## config.mk

```make
export PLATFORM = sky130hd
export DESIGN_NAME = rob_retire_queue
export DESIGN_NICKNAME = d
export VERILOG_FILES = /design/src/rtl/rob_retire_queue_pkg.sv /design/src/rtl/rob_retire_queue.sv
export SDC_FILE = /design/constraint.sdc
export NUM_CORES = 1
export LEC_CHECK = 0
export CORE_ASPECT_RATIO = 0.9
export CORE_MARGIN = 5
export CORE_UTILIZATION = 50
export DETAILED_ROUTE_END_ITERATION = 10
export PLACE_DENSITY = 0.69
export SYNTH_ARGS = -nofsm -noshare
export SYNTH_HDL_FRONTEND = slang
export SYNTH_SLANG_ARGS = --single-unit
```

## constraint.sdc

```tcl
create_clock -name clock -period 3.4 [get_ports clock]
set_input_delay 0.51 -clock clock [delete_from_list [all_inputs] [get_ports clock]]
set_output_delay 0.51 -clock clock [all_outputs]
set_load 0.005 [all_outputs]
```

## src/rtl/rob_retire_queue_pkg.sv

```systemverilog
`default_nettype none
// ============================================================================
// Module      : rob_retire_queue_pkg
// Description : Shared defaults and types for the in-order retirement queue
//               of the R10K-style rename datapath (physical/architectural
//               register types and the queue entry layout).
// Revision    : 1.0 - initial release
// ============================================================================
package rob_retire_queue_pkg;

    localparam int DEF_ROB_SIZE     = 8;
    localparam int DEF_NUM_PHYS_REG = 64;
    localparam int DEF_NUM_GEN_REG  = 32;

    localparam int PHYS_REG_W = $clog2(DEF_NUM_PHYS_REG);
    localparam int ARCH_REG_W = $clog2(DEF_NUM_GEN_REG);

    typedef logic [PHYS_REG_W-1:0] phys_reg_t;
    typedef logic [ARCH_REG_W-1:0] arch_reg_t;

    typedef struct packed {
        logic      valid;
        logic      complete;
        phys_reg_t T;
        phys_reg_t T_old;
        arch_reg_t arch;
    } rob_entry_t;

endpackage : rob_retire_queue_pkg
`default_nettype wire

```

## src/rtl/rob_retire_queue.sv

```systemverilog
`default_nettype none
// ============================================================================
// Module      : rob_retire_queue
// Description : Circular in-order retirement queue. Dispatch pushes
//               {T, T_old, arch}; CDB broadcasts mark entries complete; the
//               head retires once complete and hands T_old to the Free_List.
// Ports       : clock/reset        - clock, async active-low reset
//               dispatch_en/T_in/T_old_in/arch_in - push interface
//               cdb_en/cdb_tag     - completion broadcast
//               flush              - mispredict, discards all entries
//               full/empty/num_entries - occupancy status
//               retire_en/retire_T_old/retire_T/retire_arch - commit output
// Revision    : 1.0 - initial release
// ============================================================================
module rob_retire_queue
    import rob_retire_queue_pkg::*;
#(
    parameter int ROB_SIZE     = DEF_ROB_SIZE,
    parameter int NUM_PHYS_REG = DEF_NUM_PHYS_REG,
    parameter int NUM_GEN_REG  = DEF_NUM_GEN_REG
) (
    input  logic                            clock,
    input  logic                            reset,
    input  logic                            dispatch_en,
    input  logic [$clog2(NUM_PHYS_REG)-1:0] T_in,
    input  logic [$clog2(NUM_PHYS_REG)-1:0] T_old_in,
    input  logic [$clog2(NUM_GEN_REG)-1:0]  arch_in,
    input  logic                            cdb_en,
    input  logic [$clog2(NUM_PHYS_REG)-1:0] cdb_tag,
    input  logic                            flush,
    output logic                            full,
    output logic                            empty,
    output logic [$clog2(ROB_SIZE+1)-1:0]   num_entries,
    output logic                            retire_en,
    output logic [$clog2(NUM_PHYS_REG)-1:0] retire_T_old,
    output logic [$clog2(NUM_PHYS_REG)-1:0] retire_T,
    output logic [$clog2(NUM_GEN_REG)-1:0]  retire_arch
);

    localparam int PHYS_W = $clog2(NUM_PHYS_REG);
    localparam int ARCH_W = $clog2(NUM_GEN_REG);
    localparam int PTR_W  = $clog2(ROB_SIZE);
    localparam int CNT_W  = $clog2(ROB_SIZE+1);

    typedef struct packed {
        logic              valid;
        logic              complete;
        logic [PHYS_W-1:0] T;
        logic [PHYS_W-1:0] T_old;
        logic [ARCH_W-1:0] arch;
    } entry_t;

    entry_t             entry_q [ROB_SIZE];
    logic [PTR_W-1:0]   head_q, head_d;
    logic [PTR_W-1:0]   tail_q, tail_d;
    logic [CNT_W-1:0]   count_q, count_d;

    entry_t             head_entry;
    logic               dispatch_ok;
    logic [ROB_SIZE-1:0] cdb_hit;

    // Status is derived from registered occupancy only, so a retire in the
    // same cycle never unblocks a dispatch while full.
    assign full        = (count_q == CNT_W'(ROB_SIZE));
    assign empty       = (count_q == '0);
    assign num_entries = count_q;

    assign head_entry  = entry_q[head_q];
    assign retire_en   = head_entry.valid & head_entry.complete & ~flush;

    // Outputs are gated to zero so the Free_List never sees stale tags.
    assign retire_T_old = retire_en ? head_entry.T_old : '0;
    assign retire_T     = retire_en ? head_entry.T     : '0;
    assign retire_arch  = retire_en ? head_entry.arch  : '0;

    assign dispatch_ok = dispatch_en & ~full & ~flush;

    // Completion match per entry. The tail slot being written this cycle is
    // invalid, so a same-cycle tag cannot be captured for it.
    for (genvar i = 0; i < ROB_SIZE; i++) begin : g_cdb_match
        assign cdb_hit[i] = cdb_en & entry_q[i].valid & ~entry_q[i].complete
                          & (entry_q[i].T == cdb_tag);
    end

    always_comb begin
        head_d  = head_q;
        tail_d  = tail_q;
        count_d = count_q;
        if (flush) begin
            head_d  = '0;
            tail_d  = '0;
            count_d = '0;
        end else begin
            // Power-of-two depth: pointer wrap is plain overflow.
            if (retire_en)   head_d = head_q + PTR_W'(1);
            if (dispatch_ok) tail_d = tail_q + PTR_W'(1);
            count_d = count_q + CNT_W'(dispatch_ok) - CNT_W'(retire_en);
        end
    end

    always_ff @(posedge clock or negedge reset) begin
        if (!reset) begin
            head_q  <= '0;
            tail_q  <= '0;
            count_q <= '0;
            for (int i = 0; i < ROB_SIZE; i++) begin
                entry_q[i] <= '0;
            end
        end else begin
            head_q  <= head_d;
            tail_q  <= tail_d;
            count_q <= count_d;
            for (int i = 0; i < ROB_SIZE; i++) begin
                if (flush) begin
                    entry_q[i].valid    <= 1'b0;
                    entry_q[i].complete <= 1'b0;
                end else begin
                    if (cdb_hit[i]) begin
                        entry_q[i].complete <= 1'b1;
                    end
                    if (retire_en && (head_q == PTR_W'(i))) begin
                        entry_q[i].valid    <= 1'b0;
                        entry_q[i].complete <= 1'b0;
                    end
                    // Head and tail only coincide when empty (no retire) or
                    // full (no dispatch), so these writes never collide.
                    if (dispatch_ok && (tail_q == PTR_W'(i))) begin
                        entry_q[i].valid    <= 1'b1;
                        entry_q[i].complete <= 1'b0;
                        entry_q[i].T        <= T_in;
                        entry_q[i].T_old    <= T_old_in;
                        entry_q[i].arch     <= arch_in;
                    end
                end
            end
        end
    end

endmodule : rob_retire_queue
`default_nettype wire
```

======== After elaboration in Yosys (flattened, before gate mapping) ========
Cells that the tools add are included.
word-level totals
  bits in registers ....................... 162
  input port bits ......................... 28
  output and inout bits ................... 24
  word-level logic and storage cells ...... 198
operators by class
  $add $sub $neg .......................... 4
  magnitude comparators ................... 1
  equal/unequal tests ..................... 23
  muxes and demuxes ....................... 43
  bitwise operators ....................... 39
  reductions and logical operators ........ 45
operator list
  operator             number
  $mux 19              10
  $bmux 19 s3          1
  $eq 6x6->1           8
  $mux 2               16
  $reduce_bool 4->1    8
  $and 1x1->1          28
  $eq 3x3->1 const B   8
  $reduce_bool 3->1    8
  $logic_and 1x1->1    16
  $reduce_and 2->1     8
  $eq 3x2->1 const B   4
  $mux 3               4
  $mux 6               2
  $not 1->1            10
  $mux 1               8
  $add 3x1->3 const B  2
  $eq 3x1->1 const B   2
  $logic_not 3->1      2
  $mux 5               1
  $add 4x1->4          1
  $eq 4x4->1 const B   1
  $ge 4x4->1 const B   1
  $logic_not 4->1      1
  $mux 4               1
  3 further kinds      4

======== Longest topological paths before layout ========
Gate-level depths: netlist (run 1).
  depth in word-level cells ............... 10
  mapped depth ............................ 13

======== Least setup slack after synthesis (run 1) ========
OpenSTA, ideal clock, no wires.
  path type ............................... flip-flop to flip-flop
  from .................................... reg head_q[1]
  to ...................................... reg count_q[2], in the netlist num_entries[2]
  arrival time ............................ 2711 ps
  data required time ...................... 3268 ps
  slack ................................... 557 ps
  cell stages (with the launch flop) ...... 13
  buffers on the path ..................... 2
  clock period less this slack ............ 2843 ps
  cell sequence ........................... dfrtp_1 -> buf_6 -> inv_4 -> mux4_2 -> mux2i_4 -> buf_2 -> nor2_1 -> ha_1 -> inv_1 -> ha_1 -> fa_1 -> xnor2_1 -> nor2_1
between the ends
  cells in the longest elaborated chain, start to end .. 8
RTL lines
  what                                         RTL line                 text
  start: declaration                           rob_retire_queue.sv:54   logic [PTR_W-1:0] head_q, head_d;
  start signal: assignment                     rob_retire_queue.sv:103  head_q <= '0;
  start signal: assignment                     rob_retire_queue.sv:110  head_q <= head_d;
  $not 3->4 (implied by the code)              rob_retire_queue.sv:68   assign head_entry = entry_q[head_q];
  $bmux 19 s3                                  rob_retire_queue.sv:68
  $mux 19 (implied by the code) (2 in series)  rob_retire_queue.sv:68
  $and 1x1->1 (2 in series)                    rob_retire_queue.sv:69   assign retire_en = head_entry.valid & head_entry.complete & ~flush;
  net retire_en                                rob_retire_queue.sv:34   output logic retire_en,
  $sub 4x1->4                                  rob_retire_queue.sv:97   count_d = count_q + CNT_W'(dispatch_ok) - CNT_W'(retire_en);
  $mux 4                                       rob_retire_queue.sv:89   if (flush) begin
  net count_d[2]                               rob_retire_queue.sv:56   logic [CNT_W-1:0] count_q, count_d;
  end signal: assignment                       rob_retire_queue.sv:112  count_q <= count_d;
  end: declaration                             rob_retire_queue.sv:56
The timed path passes the listed nets, and every way through them passes these cells. The select of a mux whose other input is x is not followed.
A chain may end at the register's enable or synchronous reset.

======== Final worst setup path (run 1) ========
  from .................................... reg entry_q[75] (netlist bit)
  to ...................................... out retire_arch[2]
between the ends
  cells in the longest elaborated chain, start to end .. 6
RTL lines
  what                                         RTL line                text
  start: declaration                           rob_retire_queue.sv:53  entry_t entry_q [ROB_SIZE];
  $bmux 19 s3                                  rob_retire_queue.sv:68
  $mux 19 (implied by the code) (2 in series)  rob_retire_queue.sv:68
  $and 1x1->1 (2 in series)                    rob_retire_queue.sv:69
  $mux 5                                       rob_retire_queue.sv:74  assign retire_arch = retire_en ? head_entry.arch : '0;
  end: declaration                             rob_retire_queue.sv:37  output logic [$clog2(NUM_GEN_REG)-1:0] retire_arch
Every way passes these cells. The select of a mux whose other input is x is not followed.

==> load_flow_metrics.sql, run 1 <==
INSERT INTO impl_metrics (metric_group, metric, value, unit) VALUES
('route', 'drc', '0', ''),
('synthesis', 'synth.ff_latch_count', '162', ''),
('final_layout', 'postLayoutCellArea', '9820', 'µm²'),
('route', 'wirelength', '19500', 'µm'),
('setup_path', 'critical_path_required', '2.89', 'ns'),
('sta', 'timing.clock.skew', '0.00845', 'ns'),
('final_layout', 'n_antenna_cell', '0', ''),
('global_routing', 'gr-usage-all-layers', '0.211', ''),
('final_layout', 'seq_area', '4060', 'µm²'),
('sta', 'setup_repair_after_global_routing_missed_its_margin', 'no', ''),
('global_routing', 'grt_pass1_vias', '5530', ''),
('die', 'core_area', '16700', 'µm²'),
('cts', 'clk-insertion-delay-late', '0.43', 'ns'),
('worst_hold_path', 'min_delay_path_class', 'in2async', ''),
('cts', 'cts_post_setup_buffers_inserted', '0', ''),
('die', 'chipWidth', '147', 'µm'),
('cts', 'cts_resized', '0', ''),
('placed_design', 'pre_cts_ws', '0.543', 'ns'),
('cts', 'clock-root-buffer', 'sky130_fd_sc_hd__clkbuf_16', ''),
('cts', 'post_cts_hold_buffer_count', '0', ''),
('cts', 'h-tree-depth', '4', ''),
('cts', 'numCtsBuffers', '17', ''),
('cts', 'tritoncts', 'done', ''),
('outcome', 'run_status', 'completed', ''),
('synthesis', 'syn-mean-instance-area', '14.4', 'µm²'),
('sta', 'whs', '0.114', 'ns'),
('flow_run', 'timing.max_cap.violations', '0', ''),
('global_routing', 'overflow_left_after_global_routing', '0', ''),
('route', 'post_detailed_route_count_of_antenna_violating_nets', '0', ''),
('cts', 'cts.path.max_buffers', '2', ''),
('placed_design', 'post_dp_cell_area', '9170', 'µm²'),
('synthesis', 'synth_cells', '588', ''),
('synthesis', 'postSynthNetCount', '635', ''),
('route', 'drt-initial-drc-count', '374', ''),
('sta', 'final.setup.tns', '0', 'ns'),
('placed_design', 'gp_congestion', '0.888', ''),
('sta', 'worst_pin_slew', '0.975', 'ns'),
('sta', 'timing.final.crit_period', '3.24', 'ns'),
('power_and_ir_drop', 'power_per_cell_area', '694', 'nW/µm²'),
('sta', 'report.final.hold_viol_count', '0', ''),
('power_and_ir_drop', 'power.ir.vdd_worst', '0.000424', 'V'),
('placed_design', 'detailed_place_hpwl', '12900', 'µm'),
('setup_path', 'critical_path_arrival', '2.73', 'ns'),
('setup_path', 'timing.setup.critical_path_class', 'reg2out', ''),
('setup_path', 'end_kind', 'output pin', ''),
('final_layout', 'filler_cell_count', '1305', ''),
('setup_path', 'kind_of_start_point_of_the_critical_path', 'flip-flop', ''),
('cts', 'cts.sinks', '162', ''),
('cts', 'path_clk_slew', '0.07', 'ns'),
('final_layout', 'layout_common_cells', 'sky130_fd_sc_hd__dfrtp_1, sky130_fd_sc_hd__mux2_2, sky130_fd_sc_hd__clkdlybuf4s50_1', ''),
('sta', 'report.final.setup_viol', '0', ''),
('setup_path', 'path_max_fanout', '14', ''),
('sta', 'final_max_slew_viol_count', '0', ''),
('placed_design', 'port_buffers', '51', ''),
('sta', 'finalWorstSetupSlack', '0.165', 'ns'),
('synthesis', 'mappedNetlistArea', '8450', 'µm²'),
('sta', 'worst_slew_margin_rel', '0.349', ''),
('die', 'starting_density_of_the_core', '0.505', ''),
('final_layout', 'multi_input_area', '4110', 'µm²'),
('sta', 'timing.final.crit_share', '0.951', ''),
('die', 'dieHeight', '133', 'µm'),
('die', 'io-pin-count', '52', ''),
('final_layout', 'final_layout_size_suffix_gt1_frac', '0.364', ''),
('route', 'vias', '5120', ''),
('sta', 'fmax', '309', 'MHz'),
('final_layout', 'area_delta_synth_final', '16.3', '%'),
('route', 'via_per_inst', '5.91', ''),
('die', 'die-area', '19600', 'µm²'),
('global_routing', 'grt_pass1_wl', '31700', 'µm'),
('route', 'first_pass_iters', '4', ''),
('route', 'avgRoutedWirePerCell', '22.5', 'µm'),
('global_routing', 'antenna_found_initial', '0', ''),
('synthesis', 'synth_seq_area_share', '0.480', ''),
('final_layout', 'final_nets', '690', ''),
('synthesis', 'netlist-cell-type-count', '43', ''),
('die', 'placementRows', '45', ''),
('global_routing', 'pin_count_of_the_biggest_net_entering_global_routing', '85', ''),
('final_layout', 'mostFrequentLayoutCell', 'sky130_fd_sc_hd__dfrtp_1', ''),
('power_and_ir_drop', 'p_leak', '4.44', 'nW'),
('synthesis', 'yosysWarningCount', '0', '');
==> final timing paths <==
kind                                   from        endpoint  slack, ns  cells past startpoint
worst min-delay path                  reset    entry_q[127]       0.11                      1
worst max-delay path            entry_q[75]  retire_arch[2]       0.16                      6
worst min register to register  entry_q[80]     entry_q[80]       0.50                      1
min in group clock              entry_q[80]     entry_q[80]       0.50                      1
worst max register to register  entry_q[75]  num_entries[2]       0.52                     10
max in group asynchronous             reset    entry_q[136]       2.43                      2
==> power by group <==
group	internal, W	total [W]	switching (W)
clock network	0.00125	0.00210	0.000848
registers	0.00257	0.00301	0.000439
logic	0.00110	0.00171	0.000611
total	0.00492	0.00682	0.00190
==> metrics by stage <==
| stage | util | total power, W | instances |
|---|---|---|---|
| floorplan | - | 0.00424 | 588 |
| global placement | 0.549 | 0.00464 | 835 |
| detailed placement | 0.549 | 0.00475 | 835 |
| CTS | 0.587 | 0.00687 | 867 |
| global route | 0.587 | 0.00715 | 867 |
| finish | 0.587 | 0.00682 | 867 |
==> cells in the mapped netlist <==
| master | n | share of area |
|---|---|---|
| sky130_fd_sc_hd__a311oi_1 | 1 | 0.0010 |
| sky130_fd_sc_hd__and2_0 | 1 | 0.00074 |
| sky130_fd_sc_hd__nor4_1 | 8 | 0.0059 |
| sky130_fd_sc_hd__mux2_2 | 113 | 0.15 |
| sky130_fd_sc_hd__mux2i_4 | 1 | 0.0027 |
| sky130_fd_sc_hd__clkinv_1 | 1 | 0.00044 |
| sky130_fd_sc_hd__clkbuf_1 | 8 | 0.0036 |
| sky130_fd_sc_hd__nor2b_1 | 3 | 0.0022 |
| sky130_fd_sc_hd__buf_2 | 10 | 0.0059 |
| sky130_fd_sc_hd__xor2_1 | 24 | 0.025 |
| sky130_fd_sc_hd__inv_1 | 10 | 0.0044 |
| sky130_fd_sc_hd__buf_6 | 11 | 0.015 |
| sky130_fd_sc_hd__buf_1 | 4 | 0.0018 |
| sky130_fd_sc_hd__inv_2 | 1 | 0.00044 |
| sky130_fd_sc_hd__ha_1 | 18 | 0.027 |
| sky130_fd_sc_hd__mux2i_1 | 18 | 0.021 |
| sky130_fd_sc_hd__buf_4 | 4 | 0.0036 |
| sky130_fd_sc_hd__and2_1 | 7 | 0.0052 |
| sky130_fd_sc_hd__o21ai_0 | 1 | 0.00059 |
| sky130_fd_sc_hd__a211oi_2 | 2 | 0.0030 |
| sky130_fd_sc_hd__nor2_2 | 3 | 0.0022 |
| sky130_fd_sc_hd__mux2_4 | 25 | 0.044 |
| sky130_fd_sc_hd__or3b_1 | 1 | 0.0010 |
| sky130_fd_sc_hd__a31o_2 | 1 | 0.0010 |
| sky130_fd_sc_hd__a31oi_1 | 6 | 0.0044 |
| sky130_fd_sc_hd__nand4_2 | 2 | 0.0030 |
| sky130_fd_sc_hd__nand3_1 | 1 | 0.00059 |
| sky130_fd_sc_hd__xnor2_1 | 27 | 0.028 |
| sky130_fd_sc_hd__nor2_1 | 7 | 0.0031 |
| sky130_fd_sc_hd__o21a_1 | 2 | 0.0018 |
| sky130_fd_sc_hd__nand3_4 | 1 | 0.0021 |
| sky130_fd_sc_hd__inv_4 | 1 | 0.00074 |
| sky130_fd_sc_hd__nand2_1 | 20 | 0.0089 |
| sky130_fd_sc_hd__nor3_1 | 17 | 0.010 |
| sky130_fd_sc_hd__fa_1 | 1 | 0.0024 |
| sky130_fd_sc_hd__mux4_2 | 29 | 0.077 |
| sky130_fd_sc_hd__nor3b_1 | 7 | 0.0062 |
| sky130_fd_sc_hd__nor3b_2 | 3 | 0.0044 |
| sky130_fd_sc_hd__a41oi_1 | 8 | 0.0083 |
| sky130_fd_sc_hd__a21o_1 | 7 | 0.0062 |
| sky130_fd_sc_hd__mux4_1 | 7 | 0.022 |
| sky130_fd_sc_hd__dfrtp_1 | 162 | 0.48 |
| sky130_fd_sc_hd__a21oi_1 | 4 | 0.0024 |
==> metal layers <==
metal	vias to the layer above	track usage	wire, µm
met5	-	0	0
li1	2265	-	-
met3	28	0.0388	926
met1	2707	0.295	8820
met2	120	0.338	9460
met4	0	0.0652	315
==> flip-flops by register name, summed over array words and instances (netlist names) <==
name / flops
num_entries: 4
entry_q: 152
tail_q: 3
head_q: 3
==> cell type report <==
cell class                      count  area share
Clock buffer                       17      0.0433
Sequential cell                   162       0.413
Multi-Input combinational cell    376       0.419
Inverter                           13     0.00522
Tap cell                          211      0.0269
Clock inverter                     15      0.0223
Timing Repair Buffer               73      0.0706
==> critical path, cell delays in order, from the launching register on <==
cell	delay (ns)
sky130_fd_sc_hd__dfrtp_1	0.40
sky130_fd_sc_hd__and2_0	0.16
sky130_fd_sc_hd__mux4_2	0.55
sky130_fd_sc_hd__mux2i_4	0.35
sky130_fd_sc_hd__buf_6	0.28
sky130_fd_sc_hd__nor3_1	0.09
sky130_fd_sc_hd__clkdlybuf4s50_1	0.46
==> kinds of logic (layout without fill, tap and decap cells) <==
| group | count (synthesis) | after routing | share of synthesized area |
|---|---|---|---|
| mux | 193 | 193 | 0.318 |
| flops | 162 | 162 | 0.480 |
| simple gates | 81 | 81 | 0.0557 |
| xor+xnor | 51 | 51 | 0.0529 |
| buf+inv | 50 | 118 | 0.0356 |
| compound gates | 32 | 32 | 0.0287 |
| fa+ha+maj | 19 | 19 | 0.0290 |
Power figures use the tool's default switching activity.
==> inputs of run 2 (changes only) <==
--- a/config.mk
+++ b/config.mk
@@ -9,7 +9,7 @@
 export CORE_MARGIN = 5
 export CORE_UTILIZATION = 50
 export DETAILED_ROUTE_END_ITERATION = 10
-export PLACE_DENSITY = 0.69
+export PLACE_DENSITY = 0.68
 export SYNTH_ARGS = -nofsm -noshare
 export SYNTH_HDL_FRONTEND = slang
 export SYNTH_SLANG_ARGS = --single-unit
==> load_flow_metrics.sql, run 2 (synthesis results as in run 1) <==
INSERT INTO impl_metrics (metric_group, metric, value, unit) VALUES
('route', 'drc', '0', ''),
('final_layout', 'final_layout_size_suffix_gt1_frac', '0.358', ''),
('setup_path', 'crit_path_start', 'head_q[1]', ''),
('power_and_ir_drop', 'p_leak', '4.40', 'nW'),
('sta', 'setup_repair_after_global_routing_missed_its_margin', 'no', ''),
('power_and_ir_drop', 'power_per_cell_area', '673', 'nW/µm²'),
('sta', 'timing.final.crit_period', '3.31', 'ns'),
('outcome', 'run_status', 'completed', ''),
('cts', 'post_cts_hold_buffer_count', '0', ''),
('global_routing', 'met1_usage', '0.281', ''),
('final_layout', 'final_nets', '690', ''),
('sta', 'fmax', '302', 'MHz'),
('cts', 'clk-insertion-delay-late', '0.43', 'ns'),
('die', 'io-pin-count', '52', ''),
('die', 'placementRows', '45', ''),
('global_routing', 'gr-max-usage-layer', 'met2', ''),
('cts', 'clock-root-buffer', 'sky130_fd_sc_hd__clkbuf_16', ''),
('final_layout', 'seq_area', '4060', 'µm²'),
('placed_design', 'gp_congestion', '0.903', ''),
('die', 'die-area', '19600', 'µm²'),
('global_routing', 'gr-usage-all-layers', '0.208', ''),
('cts', 'h-tree-depth', '4', ''),
('sta', 'report.final.hold_viol_count', '0', ''),
('setup_path', 'path_max_fanout', '14', ''),
('global_routing', 'global_route_met3_utilization', '0.0459', ''),
('global_routing', 'grt_pass1_vias', '5493', ''),
('cts', 'path_clk_slew', '0.07', 'ns'),
('setup_path', 'r2r_start', 'head_q[1]', ''),
('die', 'core_area', '16700', 'µm²'),
('die', 'chipWidth', '147', 'µm'),
('global_routing', 'grt_use_met2', '0.335', ''),
('sta', 'final.setup.tns', '0', 'ns'),
('global_routing', 'antenna_found_initial', '0', ''),
('final_layout', 'mostFrequentLayoutCell', 'sky130_fd_sc_hd__dfrtp_1', ''),
('setup_path', 'critical_path_required', '2.89', 'ns'),
('worst_hold_path', 'min_delay_path_class', 'in2async', ''),
('final_layout', 'n_antenna_cell', '0', ''),
('sta', 'worst_slew_margin_rel', '0.622', ''),
('setup_path', 'kind_of_start_point_of_the_critical_path', 'flip-flop', ''),
('final_layout', 'multi_input_area', '4110', 'µm²'),
('die', 'starting_density_of_the_core', '0.505', ''),
('global_routing', 'overflow_left_after_global_routing', '0', ''),
('sta', 'final_max_slew_viol_count', '0', ''),
('route', 'first_pass_iters', '5', ''),
('route', 'drt-initial-drc-count', '247', ''),
('final_layout', 'filler_cell_count', '1292', ''),
('final_layout', 'largest_register_ffs', '152', ''),
('sta', 'timing.final.crit_share', '0.973', ''),
('final_layout', 'area_delta_synth_final', '15.5', '%'),
('setup_path', 'end_kind', 'output pin', ''),
('sta', 'timing.clock.skew', '0.00987', 'ns'),
('setup_path', 'critical_path_arrival', '2.80', 'ns'),
('sta', 'finalWorstSetupSlack', '0.0929', 'ns'),
('placed_design', 'post_dp_cell_area', '9190', 'µm²'),
('placed_design', 'detailed_place_hpwl', '12800', 'µm'),
('route', 'avgRoutedWirePerCell', '22.4', 'µm'),
('placed_design', 'pre_cts_ws', '0.522', 'ns'),
('sta', 'worst_pin_slew', '0.562', 'ns'),
('cts', 'tritoncts', 'done', ''),
('global_routing', 'pin_count_of_the_biggest_net_entering_global_routing', '74', ''),
('sta', 'report.final.setup_viol', '0', ''),
('flow_run', 'timing.max_cap.violations', '0', ''),
('route', 'post_detailed_route_count_of_antenna_violating_nets', '0', ''),
('route', 'wirelength', '19400', 'µm'),
('route', 'via_per_inst', '5.91', ''),
('die', 'dieHeight', '133', 'µm'),
('cts', 'numCtsBuffers', '17', ''),
('placed_design', 'port_buffers', '51', ''),
('setup_path', 'timing.setup.critical_path_class', 'reg2out', ''),
('cts', 'cts.path.max_buffers', '2', ''),
('power_and_ir_drop', 'power.ir.vdd_worst', '0.000384', 'V'),
('route', 'vias', '5125', ''),
('final_layout', 'postLayoutCellArea', '9760', 'µm²'),
('final_layout', 'layout_common_cells', 'sky130_fd_sc_hd__dfrtp_1, sky130_fd_sc_hd__mux2_2, sky130_fd_sc_hd__clkdlybuf4s50_1', ''),
('final_layout', 'top_register', 'entry_q', ''),
('cts', 'cts.sinks', '162', ''),
('global_routing', 'grt_pass1_wl', '31300', 'µm');
[run 2: area by class of cell]
class                           count  share of cell area
Clock buffer                       21              0.0451
Clock inverter                     11              0.0131
Inverter                           13             0.00526
Multi-Input combinational cell    376               0.421
Sequential cell                   162               0.416
Tap cell                          211              0.0271
Timing Repair Buffer               73              0.0723
[run 2: worst paths after layout]
kind,end,slack (ns),cells after the start
max,retire_arch[4],0.09,6
min,entry_q[89],0.04,1
max reg2reg,num_entries[2],0.57,10
min reg2reg,entry_q[115],0.50,1
max in group asynchronous,entry_q[124],2.49,2
min in group clock,entry_q[115],0.50,1
[run 2: power breakdown]
group          switching (W)  total, W  leakage, nW  internal, W
clock network       0.000785   0.00187        0.268      0.00109
logic               0.000590   0.00169         2.01      0.00110
registers           0.000443   0.00301         2.12      0.00257
[run 2: what timing repair did]
| action | in CTS | in global routing |
|---|---|---|
| buffers inserted | 0 | 0 |
| endpoints found under the setup margin | 0 | 1 |
| resized for setup | 0 | 1 |
[run 2: worst max-delay path, cell delays in order (launching register included)]
cell	delay, ns
sky130_fd_sc_hd__dfrtp_2	0.43
sky130_fd_sc_hd__inv_4	0.09
sky130_fd_sc_hd__mux4_2	0.59
sky130_fd_sc_hd__mux2i_4	0.34
sky130_fd_sc_hd__buf_4	0.33
sky130_fd_sc_hd__nor3_1	0.10
sky130_fd_sc_hd__clkdlybuf4s50_1	0.46
[run 2: routing by layer]
| layer | wire length [µm] | vias to the layer above |
|---|---|---|
| li1 | - | 2261 |
| met1 | 8540 | 2705 |
| met2 | 9430 | 126 |
| met3 | 1020 | 33 |
| met4 | 399 | 0 |
| met5 | 0 | - |
[run 2: per-stage QoR]
stage	hold WS (ns)	instances	total power, W	util
after CTS	0.0436	867	0.00664	0.583
after global routing	0.0619	867	0.00693	0.583
after floorplan	0.214	588	0.00424	-
after global placement	0.474	835	0.00465	0.549
final	0.0404	867	0.00657	0.583
after detailed placement	0.489	835	0.00474	0.549
==> inputs of run 3 (changes only) <==
--- a/config.mk
+++ b/config.mk
@@ -8,6 +8,7 @@
 export CORE_ASPECT_RATIO = 0.9
 export CORE_MARGIN = 5
 export CORE_UTILIZATION = 50
+export CTS_CLUSTER_SIZE = 28
 export DETAILED_ROUTE_END_ITERATION = 10
 export PLACE_DENSITY = 0.68
 export SYNTH_ARGS = -nofsm -noshare
==> constraint.sdc (replaced) <==
create_clock -name clock -period 4.1 [get_ports clock]
set_input_delay 0.615 -clock clock [delete_from_list [all_inputs] [get_ports clock]]
set_output_delay 0.615 -clock clock [all_outputs]
set_load 0.005 [all_outputs]
==> load_flow_metrics.sql, run 3 (synthesis results as in run 1) <==
INSERT INTO impl_metrics (metric_group, metric, value, unit) VALUES
('final_layout', 'seq_area', '4060', 'µm²'),
('final_layout', 'mostFrequentLayoutCell', 'sky130_fd_sc_hd__dfrtp_1', ''),
('cts', 'numCtsBuffers', '17', ''),
('cts', 'tritoncts', 'done', ''),
('power_and_ir_drop', 'power_frac_seq', '0.463', ''),
('placed_design', 'port_buffers', '51', ''),
('global_routing', 'grt_pass1_vias', '5292', ''),
('power_and_ir_drop', 'cell_internal_pwr', '0.00391', 'W'),
('die', 'placementRows', '45', ''),
('setup_path', 'timing.critical_path.max_delay_family', 'multiplexers', ''),
('placed_design', 'gp_congestion', '0.869', ''),
('placed_design', 'post_dp_cell_area', '9110', 'µm²'),
('setup_path', 'critical_path_arrival', '2.88', 'ns'),
('global_routing', 'pin_count_of_the_biggest_net_entering_global_routing', '111', ''),
('setup_path', 'kind_of_start_point_of_the_critical_path', 'flip-flop', ''),
('die', 'core_area', '16700', 'µm²'),
('cts', 'clock-root-buffer', 'sky130_fd_sc_hd__clkbuf_16', ''),
('setup_path', 'cpMaxStageDelayCell', 'sky130_fd_sc_hd__mux4_2', ''),
('route', 'wirelength', '19200', 'µm'),
('final_layout', 'multi_input_area', '4110', 'µm²'),
('route', 'first_pass_iters', '5', ''),
('die', 'die-area', '19600', 'µm²'),
('route', 'post_detailed_route_count_of_antenna_violating_nets', '0', ''),
('setup_path', 'crit_buf_inv', '2', ''),
('final_layout', 'layout_common_cells', 'sky130_fd_sc_hd__dfrtp_1, sky130_fd_sc_hd__mux2_2, sky130_fd_sc_hd__clkdlybuf4s50_1', ''),
('setup_path', 'timing.setup.critical_path_class', 'reg2out', ''),
('global_routing', 'antenna_found_initial', '0', ''),
('worst_hold_path', 'min_delay_path_class', 'in2async', ''),
('sta', 'timing.final.crit_period', '3.49', 'ns'),
('route', 'drc', '0', ''),
('cts', 'cts.path.max_buffers', '2', ''),
('sta', 'worst_slew_margin_rel', '0.322', ''),
('setup_path', 'critical_path_required', '3.48', 'ns'),
('power_and_ir_drop', 'p_leak', '4.36', 'nW'),
('cts', 'cts_post_setup_buffers_inserted', '0', ''),
('die', 'starting_density_of_the_core', '0.505', ''),
('cts', 'path_clk_slew', '0.06', 'ns'),
('global_routing', 'gr-usage-all-layers', '0.206', ''),
('sta', 'whs', '0.344', 'ns'),
('final_layout', 'final_nets', '682', ''),
('die', 'io-pin-count', '52', ''),
('sta', 'report.final.setup_viol', '0', ''),
('power_and_ir_drop', 'power.ir.vdd_worst', '0.000362', 'V'),
('cts', 'cts_resized', '0', ''),
('power_and_ir_drop', 'switching_share', '0.277', ''),
('power_and_ir_drop', 'share_clk_of_total_power', '0.278', ''),
('power_and_ir_drop', 'switchingPower', '0.00150', 'W'),
('setup_path', 'regToRegSetupSlack', '1.12', 'ns'),
('cts', 'h-tree-depth', '4', ''),
('flow_run', 'timing.max_cap.violations', '0', ''),
('cts', 'clk-insertion-delay-late', '0.42', 'ns'),
('sta', 'report.final.hold_viol_count', '0', ''),
('setup_path', 'path_max_fanout', '12', ''),
('global_routing', 'overflow_left_after_global_routing', '0', ''),
('final_layout', 'postLayoutCellArea', '9670', 'µm²'),
('final_layout', 'filler_cell_count', '1310', ''),
('route', 'via_per_inst', '5.88', ''),
('power_and_ir_drop', 'combPwrFrac', '0.259', ''),
('final_layout', 'top_register', 'entry_q', ''),
('sta', 'final.setup.tns', '0', 'ns'),
('final_layout', 'final_layout_size_suffix_gt1_frac', '0.354', ''),
('setup_path', 'end_kind', 'output pin', ''),
('sta', 'fmax', '286', 'MHz'),
('setup_path', 'cp_cell_sequence', 'and2_0 -> mux4_2 -> mux2i_4 -> buf_4 -> nor3_1 -> clkdlybuf4s50_1', ''),
('route', 'avgRoutedWirePerCell', '22.4', 'µm'),
('sta', 'worst_pin_slew', '1.02', 'ns'),
('outcome', 'run_status', 'completed', ''),
('route', 'vias', '5038', ''),
('sta', 'timing.clock.skew', '0.00615', 'ns'),
('cts', 'post_cts_hold_buffer_count', '0', ''),
('final_layout', 'area_delta_synth_final', '14.4', '%'),
('sta', 'timing.final.crit_share', '0.852', ''),
('sta', 'final_max_slew_viol_count', '0', ''),
('sta', 'setup_repair_after_global_routing_missed_its_margin', 'no', ''),
('route', 'drt-initial-drc-count', '302', ''),
('placed_design', 'detailed_place_hpwl', '12200', 'µm'),
('die', 'chipWidth', '147', 'µm'),
('sta', 'finalWorstSetupSlack', '0.607', 'ns'),
('die', 'dieHeight', '133', 'µm'),
('cts', 'cts.sinks', '162', ''),
('setup_path', 'crit_path_max_incr_delay', '0.55', 'ns'),
('placed_design', 'pre_cts_ws', '1.05', 'ns'),
('final_layout', 'n_antenna_cell', '0', ''),
('power_and_ir_drop', 'power_per_cell_area', '559', 'nW/µm²'),
('global_routing', 'grt_pass1_wl', '30900', 'µm'),
('final_layout', 'largest_register_ffs', '152', '');
-- run 3: changes by cell type in the layout (fill, tap and decap cells not counted), sizes merged --
| cell | change |
|---|---|
| buf | -8 |
| bufinv | -1 |
| clkbuf | -1 |
| clkinv | +3 |
| inv | -3 |
-- run 3: path summary, 6_finish.rpt --
| kind | cells past startpoint | endpoint | from |
|---|---|---|---|
| max in group asynchronous | 2 | entry_q[41] | reset |
| worst max register to register | 10 | num_entries[2] | entry_q[75] |
| worst min register to register | 1 | entry_q[76] | entry_q[76] |
| worst min-delay path | 1 | entry_q[70] | reset |
| worst max-delay path | 6 | retire_T[4] | entry_q[75] |
| min in group clock | 1 | entry_q[76] | entry_q[76] |
-- run 3: final cells by class --
cell class	instances	area share
Multi-Input combinational cell	376	0.425
Sequential cell	162	0.420
Timing Repair Buffer	65	0.0651
Clock buffer	20	0.0483
Tap cell	211	0.0273
Clock inverter	10	0.00893
Inverter	13	0.00531
-- run 3: power by group through the flow --
stage	sequential, W	clock (W)	combinational, W
floorplan	0.00239	0	0.00112
global placement	0.00247	0	0.00138
detailed placement	0.00252	0	0.00141
CTS	0.00251	0.00153	0.00142
global route	0.00257	0.00161	0.00153
finish	0.00250	0.00150	0.00140
-- run 3: per-layer routing --
layer | GRT usage | vias to the layer above | part of all wire
met5 | 0 | - | 0
met4 | 0.0533 | 0 | 0.011
met3 | 0.0381 | 19 | 0.038
met2 | 0.336 | 102 | 0.49
met1 | 0.289 | 2673 | 0.46
li1 | - | 2244 | -
-- run 3: through the flow --
stage	total power [W]	util	std cells
after floorplan	0.00352	-	588
after global placement	0.00385	0.545	827
after detailed placement	0.00393	0.545	827
after CTS	0.00546	0.578	857
after global routing	0.00570	0.578	857
final	0.00541	0.578	857
==> RTL edit 1: new RTL, settings of run 1 <==
The package constant `DEF_NUM_GEN_REG` goes from 32 to 64.
--- a/src/rtl/rob_retire_queue_pkg.sv
+++ b/src/rtl/rob_retire_queue_pkg.sv
@@ -11,5 +11,5 @@
     localparam int DEF_ROB_SIZE     = 8;
     localparam int DEF_NUM_PHYS_REG = 64;
-    localparam int DEF_NUM_GEN_REG  = 32;
+    localparam int DEF_NUM_GEN_REG  = 64;
 
     localparam int PHYS_REG_W = $clog2(DEF_NUM_PHYS_REG);
Ports: changed (resized arch_in and retire_arch); port bits go from 52 to 54. No check against the original RTL was run, so the function may have changed too.
==> RTL edit 1 against run 1 <==
- synthesized area rose by 1.8%
- worst setup slack improved by 0.13 ns
- synthesized cell count rose by 4.3%
- power rose by 2.4%
- global-route usage fell by 0.13 points
- die area rose by 1.7%
- sequential power rose by 5%
- critical path depth did not move
- wire length rose by 1.5%
- sequential cell count rose by 8
- hold slack improved by 0.019 ns
- register-to-register slack improved by 0.20 ns
- final area rose by 2.3%
- fmax rose by 4.3%
==> RTL edit 1: results (changes against run 1) <==
finish:
  nNetsFinal: 713  # was 690
  multi_input_area_um2: 4110  # about the same
  drive_gt1_share_pct: 37.3  # was 36.4%
  largest_reg_flops: 160  # was 152
worst_setup_path:
  r2r_setup_slack_ns: 0.72  # was 0.52 ns
  worstPathArrival_ns: 2.59  # was 2.73 ns
  cp_top_family: "buffers and inverters"  # was multiplexers
  critPathMaxFanout: 11  # was 14
  crit_start: "head_q[0]"  # was entry_q[75]
status:
  status: "completed"  # unchanged
synthesis:
  synthAdderAreaFrac_pct: 2.85  # was 2.90%
  synth_xor_area_share_pct: 5.20  # was 5.29%
  synth_mux_area_share_pct: 31.6  # was 31.8%
  synth_compound_area_share_pct: 2.82  # was 2.87%
routing:
  post_drt_wl_per_cell_um: 22.3  # was 22.5 µm
  drt_first_pass_iters: 5  # was 4
  vias_per_cell: 5.93  # was 5.91
sta:
  hold_ws_ns: 0.133  # was 0.114 ns
  clock_skew_ns: 0.00940  # was 0.00845 ns
  worst_pin_slew_ns: 0.761  # was 0.975 ns
  fmax_mhz: 323  # was 309 MHz
global_routing:
  track_usage_pct: 21.0  # was 21.1%
  grt_use_met1_pct: 29.6  # was 29.5%
  grt_pass1_wl_mm: 32.3  # was 31.7 mm
place:
  dp.final_hpwl_mm: 13.1  # was 12.9 mm
  place_congestion: 0.833  # was 0.888
  dp_cells: 857  # was 835
  port_buffers: 53  # was 51
  place_ws_ns: 0.652  # was 0.543 ns
pwr:
  vdd_drop_max_mv: 0.449  # was 0.424 mV
## RTL edit 1: per-layer routing
layer / up-vias / wire (µm)
met1: 2767 / 9060
met5: - / 0
li1: 2343 / -
met3: 23 / 950
met2: 140 / 9430
met4: 0 / 372
## RTL edit 1: final cells by class
class                   instances  share of cell area (%)
multi-input cells             388                    40.9
clock inverters                14                    2.15
flip-flops and latches        170                    42.4
clock buffers                  18                    4.37
well taps                     211                    2.63
repair buffers                 75                    7.06
inverters                      13                   0.486
## RTL edit 1: where the power goes
group / switching (mW) / internal, mW / total [mW]
sequential: 0.462 / 2.70 / 3.16
clock: 0.820 / 1.33 / 2.15
combinational: 0.605 / 1.06 / 1.67
## RTL edit 1: worst reg2reg max path, stage by stage (launching register included)
cell and delay, ns:
dfrtp_2 0.43, inv_2 0.12, mux4_2 0.60, mux2i_4 0.20
nor2_1 0.09, ha_1 0.28, inv_1 0.04, ha_1 0.20
fa_1 0.41, xnor2_1 0.14, nor2_1 0.06
==> RTL edit 2: new RTL, config.mk and constraints of run 1 <==
Without the edit above. Reset style: synchronous (`reset`), changed in one clocked block. Comments in the files are not updated.
--- a/src/rtl/rob_retire_queue.sv
+++ b/src/rtl/rob_retire_queue.sv
@@ -99,5 +99,5 @@
     end
 
-    always_ff @(posedge clock or negedge reset) begin
+    always_ff @(posedge clock) begin
         if (!reset) begin
             head_q  <= '0;
Formal check against the unedited RTL: differs if reset is asserted again (counterexample within 4 cycles, from zero or initial values and one cycle with reset low); with reset held inactive, the same outputs for 4 cycles.
==> RTL edit 2 against run 1 <==
- final area shrank 4.0%
- sequential share of layout area grew 9.9 points
- synthesized area decreased by 5.1%
- critical endpoint is now retire_T[5]
- wire length grew 1.7%
- first-iteration DRC count grew 65%
- count of clock-buffer cells in the layout is 4 higher
- worst setup slack better by 0.050 ns
- sequential cell count up 3
Power is not compared: it rests on default switching activity, and its combinational part moved more than twofold at a synthesized area within 25%.
==> RTL edit 2: results (changes against run 1) <==
status:
  status: "completed"  # unchanged
clocking:
  cts_resized: 0  # unchanged
  cts_setup_buffers: 0  # unchanged
  ctsHtreeMaxLevel: 4  # unchanged
  cts_buffers: 17  # unchanged
routing:
  drt_first_pass_iters: 5  # was 4
  vias_per_cell: 5.74  # was 5.91
  finalWirelength_mm: 19.8  # was 19.5 mm
  drt_iter0_drc: 616  # was 374
global_routing:
  grt_pass1_vias: 5458  # was 5530
  track_usage_pct: 22.1  # was 21.1%
  grt_start_max_net_pins: 33  # was 85
  grt_pass1_wl_mm: 30.4  # was 31.7 mm
pwr:
  p_seq_mw: 2.35
  pwr-share-seq_pct: 51.8
hold_path:
  min_path_type: "register to register"  # was input port to asynchronous set/reset pin
place:
  place_congestion: 0.888  # about the same
  dp.final_hpwl_mm: 13.1  # was 12.9 mm
  place_ws_ns: 0.471  # was 0.543 ns
  postPlaceCellArea_um2: 8860  # was 9170 µm²
  port_buffers: 51  # unchanged
  dp_cells: 896  # was 835
sta:
  clock_skew_ns: 0.00958  # was 0.00845 ns
  worst_pin_slew_ns: 0.588  # was 0.975 ns
worst_setup_path:
  critPathMaxFanout: 19  # was 14
  worstPathArrival_ns: 2.67  # was 2.73 ns
  slowest_delay_ns: 0.57  # was 0.55 ns
synthesis:
  synth_cell_types: 41  # was 43
  synth_commonest_cells: "edfxtp_1 (152), nor2_1 (124), nand2_1 (69)"  # was dfrtp_1 (162), mux2_2 (113), mux4_2 (29)
  yosysSeqAreaShare_pct: 60.2  # was 48.0%
  synth_edf_count: 152  # was 0
  synth.avg_cell_area_um2: 12.4  # was 14.4 µm²
  synthArstFlopShare_pct: 0  # was 100%
  synth_flop_cell: "edfxtp_1"  # was dfrtp_1
  synthTopCellsByArea: "edfxtp_1 (57%), mux4_2 (10%), nor2_1 (5.8%)"  # was dfrtp_1 (48%), mux2_2 (15%), mux4_2 (7.7%)
  syn-num-nets: 695  # was 635
finish:
  post-route-util_pct: 59.0  # was 58.7%
  nNetsFinal: 755  # was 690
  instances_no_fill: 927  # was 867
  nFillCells: 1270  # was 1305
  drive_gt1_share_pct: 13.9  # was 36.4%
## RTL edit 2: cell types whose count changed after synthesis, moves of 23 or more
cell	delta
mux2_4	-25
nor2_1	+117
nand2_1	+49
edfxtp_1	+152
clkbuf_1	+23
mux2_2	-112
inv_1	+23
dfrtp_1	-162
## RTL edit 2: path summary, 6_finish.rpt
kind | depth (start not counted) | to | slack (ns) | startpoint
max | 6 | retire_T[5] | 0.22 | register
min | 2 | tail_q[1] | 0.50 | tail_q[1]
max reg2reg | 14 | num_entries[2] | 0.58 | num_entries[2]
min reg2reg | 2 | tail_q[1] | 0.50 | tail_q[1]
## RTL edit 2: cell families (layout without fill, tap and decap cells)
family          count (synthesis)  after routing  synth area share [%]
xor+xnor                       52             52                  5.68
flops                         165            165                  60.2
mux                            37             37                  10.3
fa+ha+maj                      19             19                  3.06
compound gates                 44             44                  3.39
buf+inv                        74            146                  3.62
simple gates                  257            257                  13.8
## RTL edit 2: cell type report
class                   instances  area share, %
clock inverters                10           1.30
inverters                      36           1.46
multi-input cells             409           30.8
repair buffers                 79           7.78
flip-flops and latches        165           51.2
well taps                     207           2.75
clock buffers                  21           4.67
## RTL edit 2: critical path: cells and delay by family (launching register included)
family / cells / cell delay [ns]
buffers and inverters: 3 / 1.01
multiplexers: 1 / 0.57
flip-flops: 1 / 0.33
AO/OA/AOI/OAI: 2 / 0.33
## RTL edit 2: per-layer routing
metal  track usage [%]  vias up  share of wire [%]
met1              30.8     2655                 42
met5                 0        -                  0
met4              6.31        0                1.5
met2              35.8      236                 49
li1                  -     2408                  -
met3              4.54       23                8.2
